[config.mk]
export PLATFORM = sky130hd
export DESIGN_NAME = xadc_drp_sequencer
export DESIGN_NICKNAME = d
export VERILOG_FILES = /design/src/rtl/xadc_pkg.sv /design/src/rtl/drp_watchdog.sv /design/src/rtl/xadc_drp_sequencer.sv
export SDC_FILE = /design/constraint.sdc
export NUM_CORES = 1
export LEC_CHECK = 0
export CORE_MARGIN = 4
export CORE_UTILIZATION = 48
export DETAILED_ROUTE_END_ITERATION = 12
export PLACE_DENSITY = 0.83
export SLEW_MARGIN = 25
export SYNTH_ARGS = -nofsm -noshare
export SYNTH_HDL_FRONTEND = slang
export SYNTH_SLANG_ARGS = --single-unit
[constraint.sdc]
create_clock -name clk -period 4.15 [get_ports clk]
set_clock_uncertainty 0.05 [all_clocks]
set_input_delay 0.83 -clock clk [delete_from_list [all_inputs] [get_ports clk]]
set_output_delay 0.83 -clock clk [all_outputs]
set_load 0.03 [all_outputs]
[src/rtl/xadc_pkg.sv]
// Shared types and constants for the XADC DRP sequencer.
// Latency: none (definitions only).
// Backpressure: not applicable.
package xadc_pkg;

  typedef enum logic [1:0] {
    ST_IDLE     = 2'd0,
    ST_ISSUE_RD = 2'd1,
    ST_ISSUE_WR = 2'd2,
    ST_WAIT     = 2'd3
  } drp_state_t;

  localparam int DRP_ADDR_W = 7;
  localparam int DRP_DATA_W = 16;
  localparam int ADC_RES_W  = 12;

  localparam logic [DRP_ADDR_W-1:0] XADC_ADDR_VPVN      = 7'h03;
  localparam logic [DRP_ADDR_W-1:0] XADC_ADDR_AUX_FIRST = 7'h10;
  localparam logic [DRP_ADDR_W-1:0] XADC_ADDR_AUX_LAST  = 7'h1F;

  // Status-register address of auxiliary channel n (0..15).
  function automatic logic [DRP_ADDR_W-1:0] xadc_aux_addr(input logic [3:0] n);
    return XADC_ADDR_AUX_FIRST | {3'b000, n};
  endfunction

endpackage

[src/rtl/drp_watchdog.sv]
// Cycle watchdog for one outstanding DRP transaction.
// Latency: expired is combinational from the count; count advances once per run cycle.
// Backpressure: none; clear takes priority over run, count saturates at TIMEOUT.
module drp_watchdog #(
  parameter int TIMEOUT = 63
) (
  input  logic clk,
  input  logic reset,
  input  logic clear,
  input  logic run,
  output logic expired
);

  logic [7:0] count;

  // Count WAIT cycles from zero, holding at the limit until cleared.
  always_ff @(posedge clk or posedge reset) begin
    if (reset) begin
      count <= 8'd0;
    end else if (clear) begin
      count <= 8'd0;
    end else if (run && (count != 8'(TIMEOUT))) begin
      count <= count + 8'd1;
    end
  end

  assign expired = run && (count == 8'(TIMEOUT));

endmodule

[src/rtl/xadc_drp_sequencer.sv]
// Round-robin XADC DRP poller with interleaved one-shot config writes and per-slot result registers.
// Latency: den one cycle after IDLE decision; result/ack visible the cycle after drdy is sampled.
// Backpressure: one DRP transaction outstanding; cfg_req is held by the requester until cfg_ack.
module xadc_drp_sequencer
  import xadc_pkg::*;
#(
  parameter int NUM_CH  = 4,
  parameter int TIMEOUT = 63
) (
  input  logic                          clk,
  input  logic                          reset,
  input  logic                          enable,
  input  logic [NUM_CH*DRP_ADDR_W-1:0]  ch_addr,
  input  logic                          cfg_req,
  input  logic [DRP_ADDR_W-1:0]         cfg_addr,
  input  logic [DRP_DATA_W-1:0]         cfg_data,
  output logic                          cfg_ack,
  output logic [DRP_ADDR_W-1:0]         drp_daddr,
  output logic                          drp_den,
  output logic                          drp_dwe,
  output logic [DRP_DATA_W-1:0]         drp_di,
  input  logic [DRP_DATA_W-1:0]         drp_do,
  input  logic                          drp_drdy,
  output logic [NUM_CH*ADC_RES_W-1:0]   result,
  output logic                          result_valid,
  output logic [2:0]                    result_ch,
  output logic                          timeout_err
);

  localparam logic [2:0] LAST_SLOT = 3'(NUM_CH - 1);

  drp_state_t state;
  logic [2:0] slot;
  logic [2:0] next_slot;
  logic       is_wr;
  logic       expired;

  // The low nibble of DO sits below the ADC resolution and is dropped.
  logic unused_do_lsbs;
  assign unused_do_lsbs = ^drp_do[3:0];

  assign next_slot = (slot == LAST_SLOT) ? 3'd0 : slot + 3'd1;

  drp_watchdog #(.TIMEOUT(TIMEOUT)) u_watchdog (
    .clk     (clk),
    .reset   (reset),
    .clear   (state != ST_WAIT),
    .run     (state == ST_WAIT),
    .expired (expired)
  );

  // Sequencer FSM; every DRP and result output is registered here.
  always_ff @(posedge clk or posedge reset) begin
    if (reset) begin
      state        <= ST_IDLE;
      slot         <= 3'd0;
      is_wr        <= 1'b0;
      cfg_ack      <= 1'b0;
      drp_daddr    <= '0;
      drp_den      <= 1'b0;
      drp_dwe      <= 1'b0;
      drp_di       <= '0;
      result       <= '0;
      result_valid <= 1'b0;
      result_ch    <= 3'd0;
      timeout_err  <= 1'b0;
    end else begin
      drp_den      <= 1'b0;
      drp_dwe      <= 1'b0;
      cfg_ack      <= 1'b0;
      result_valid <= 1'b0;
      case (state)
        ST_IDLE: begin
          // cfg_req is still high in the cycle cfg_ack is shown; skip it then
          // so a single request never produces a second write.
          if (cfg_req && !cfg_ack) begin
            state     <= ST_ISSUE_WR;
            is_wr     <= 1'b1;
            drp_den   <= 1'b1;
            drp_dwe   <= 1'b1;
            drp_daddr <= cfg_addr;
            drp_di    <= cfg_data;
          end else if (enable) begin
            // Address is captured on the edge into ISSUE_RD and held through it.
            state     <= ST_ISSUE_RD;
            is_wr     <= 1'b0;
            drp_den   <= 1'b1;
            drp_daddr <= ch_addr[slot*DRP_ADDR_W +: DRP_ADDR_W];
          end
        end
        ST_ISSUE_RD, ST_ISSUE_WR: begin
          state <= ST_WAIT;
        end
        ST_WAIT: begin
          // drdy beats the watchdog when both land in the same cycle.
          if (drp_drdy) begin
            state <= ST_IDLE;
            if (is_wr) begin
              cfg_ack <= 1'b1;
            end else begin
              result[slot*ADC_RES_W +: ADC_RES_W] <= drp_do[15:4];
              result_ch    <= slot;
              result_valid <= 1'b1;
              slot         <= next_slot;
            end
          end else if (expired) begin
            state       <= ST_IDLE;
            timeout_err <= 1'b1;
            if (is_wr) begin
              cfg_ack <= 1'b1;
            end else begin
              slot <= next_slot;
            end
          end
        end
        default: state <= ST_IDLE;
      endcase
    end
  end

endmodule

==> results.md <==
* GRT Total Usage at 23.2%
* Post-synth top cells: 93 x dfrtp_1, 53 x nand2_1, 40 x o21ai_0
* Placer Congestion at 0.883
* Final Max Slew Viols at 0
* Crit Path Class: flip-flop to flip-flop
* PortBufs at 146
* Fillers at 813
* Seq/Total Area, Yosys at 44.3%
* Via count at 4386
* Root buffer cell: clkbuf_8
* Initial antenna violation count at 0
* CTS tree: built
* Hold buffers post-CTS at 0
* Post-Syn Instances at 487
* DRT antenna net count at 0
* Ports at 151
* Synth area leader: dfrtp_1
* Status: finished, final reports clean
* Min Tclk post-route at 3710 ps
* Design area at 7050 sq um
* Worst setup SP type: flip-flop
* Mapped cell area at 5250 sq um
* Unrepaired setup endpoints after global routing: no
* Placed Area at 6830 sq um
* Worst Path Required at 4360 ps
* Area delta synth->final at 34.2%
* Ys async rst share at 100%
* Predominant post-synthesis flop cell: dfrtp_1
* Initial core utilization at 50.0%
* Tcrit/Tclk final at 89.3%
* Post-synth EDFFs at 0
* Die area at 12700 sq um
* Syn_area_per_cell at 10.8 sq um
* CTS Sinks at 93
* Max-slew headroom at 41.9%
* Top cells by area, synth: dfrtp_1 44%, mux2_2 7.9%, mux2_1 3.9%
* Synth warn at 0
* Placed cell count at 751
* Setup slack, reg-to-reg at 440 ps
* Final core area utilization at 67.1%
* Type of the worst min-delay path: flip-flop to flip-flop
* Worst vdd ir at 0.492 mV
* WP data arrival at 3920 ps
* Post-CTS setup buffer count at 0
* Setup TNS at 0 ps
* PD cells at 809 nW/um^2
* Share of the synthesized area in the top cell type at 44.3%
* Syn Nets at 569
* Fin. Hold Viols at 0
* Clock Pin Slew Worst Setup and Hold Paths at 100 ps
* Share of layout cells above drive strength 1 at 15.5%
* Maximum clock rate at 0.270 GHz
* Cell Rows at 37
* Antenna diode count at 0
* Multi-input gate area at 2690 sq um
* Count leader, synth: dfrtp_1
* Remaining global-route overflow at 0
* Final net count at 708
* Netlist cell types at 73
* FF/Latch Area at 2330 sq um
* Total CTS buffers at 9
* Vias in the first global route at 4637
* Wire per inst at 18.8 um
* H-Tree Depth at 3
* Post-cts resize count at 0
* Largest net degree at the start of global routing at 57
* Final cell count without fillers at 767
* Remaining DRCs at 0
* Max-cap violations at 0
* Final setup viols at 0
* DR pass1 iterations at 5
* Total power at 5700 uW
* CP max FO at 46
* Hpwl dp at 11100 um
* CTS max path bufs at 2
* Die W at 113 um
* Worst slew pin tran at 864 ps
* #FFs+latches synth at 93
* Static leakage at 0.00308 uW
* Crit. End Element: flip-flop
* Worst-Skew Late Latency at 370 ps
* Final wirelength at 14400 um
* Avg Vias per Cell at 5.72
* Core box area at 10500 sq um
* Die H at 113 um
* Initial DRC count at 334
* First-pass GRT wire length at 23800 um
## worst paths after layout
| check | start | end | depth (start not counted) |
|---|---|---|---|
| min in group asynchronous | reset | result_ch[0] | 2 |
| worst min register to register | timeout_err | timeout_err | 1 |
| worst max register to register | slot[0] | result[20] | 8 |
| worst max-delay path | slot[0] | result[20] | 8 |
| max in group asynchronous | reset | result[24] | 3 |
| worst min-delay path | timeout_err | timeout_err | 1 |
## layout by cell type, fill, tap and decap left out, types with 3 or more instances in the layout
master	instances
nor2_1	23
nand2_1	53
a31oi_1	5
nor2b_1	5
xnor2_2	3
buf_4	9
a22o_1	3
o21ai_0	40
ha_1	9
a22oi_1	8
nand2b_1	9
inv_1	23
mux2_1	18
nand4_1	3
clkdlybuf4s50_1	146
a21boi_0	3
nand3_1	12
mux2i_1	15
a21oi_1	12
xnor2_1	6
a222oi_1	3
and2_1	5
dfrtp_1	92
nor3_1	4
mux2_2	37
mux4_2	7
clkbuf_8	9
a21o_1	3
and3_1	7
## cell type report
type                            count  share of cell area [%]
Tap cell                          136                    2.41
Clock buffer                        9                    1.76
Clock inverter                      7                    1.30
Sequential cell                    93                    33.0
Inverter                           24                    1.30
Multi-Input combinational cell    342                    38.2
Timing Repair Buffer              156                    22.0
## routing by layer
metal | vias to the layer above | routed length (um) | track usage (%)
met2 | 200 | 7220 | 39.7
met3 | 42 | 1100 | 6.04
met4 | 0 | 505 | 8.73
li1 | 2033 | - | -
met5 | - | 0 | 0
met1 | 2111 | 5580 | 28.1
## state kept, by name, indices dropped and copies added, names as in the netlist
name,cells
u_watchdog.count,8
result_valid,1
drp_daddr,7
is_wr,1
slot,3
state,2
timeout_err,1
result_ch,3
drp_den,1
drp_dwe,1
cfg_ack,1
drp_di,16
result,48
## critical path, stage by stage, from the launching register on
cell	delay [ps]
dfrtp_2	370
buf_4	480
inv_1	240
ha_1	810
nor2_1	310
or2_2	380
a211oi_2	290
a32o_2	300
mux2_1	340
## where the power goes
| group | leakage (uW) | switching, uW | internal (uW) |
|---|---|---|---|
| Combinational | 0.00177 | 2240 | 1450 |
| Sequential | 0.00120 | 167 | 1200 |
| Clock | 0.000105 | 355 | 293 |
| Total | 0.00308 | 2760 | 2940 |
## per-stage QoR
step	hold slack (ps)	setup slack, ps
3_5_place_dp	406	452
2_1_floorplan	428	848
3_3_place_gp	394	550
5_1_grt	457	211
6_report	432	444
4_1_cts	430	438
## kinds of logic after synthesis
kind of cell,share of synthesized area (%)
simple gates,13.7
compound gates,14.3
flops,44.3
mux,17.9
buf+inv,4.43
xor+xnor,2.79
fa+ha+maj,2.53
(Power assumes the default switching activity.)
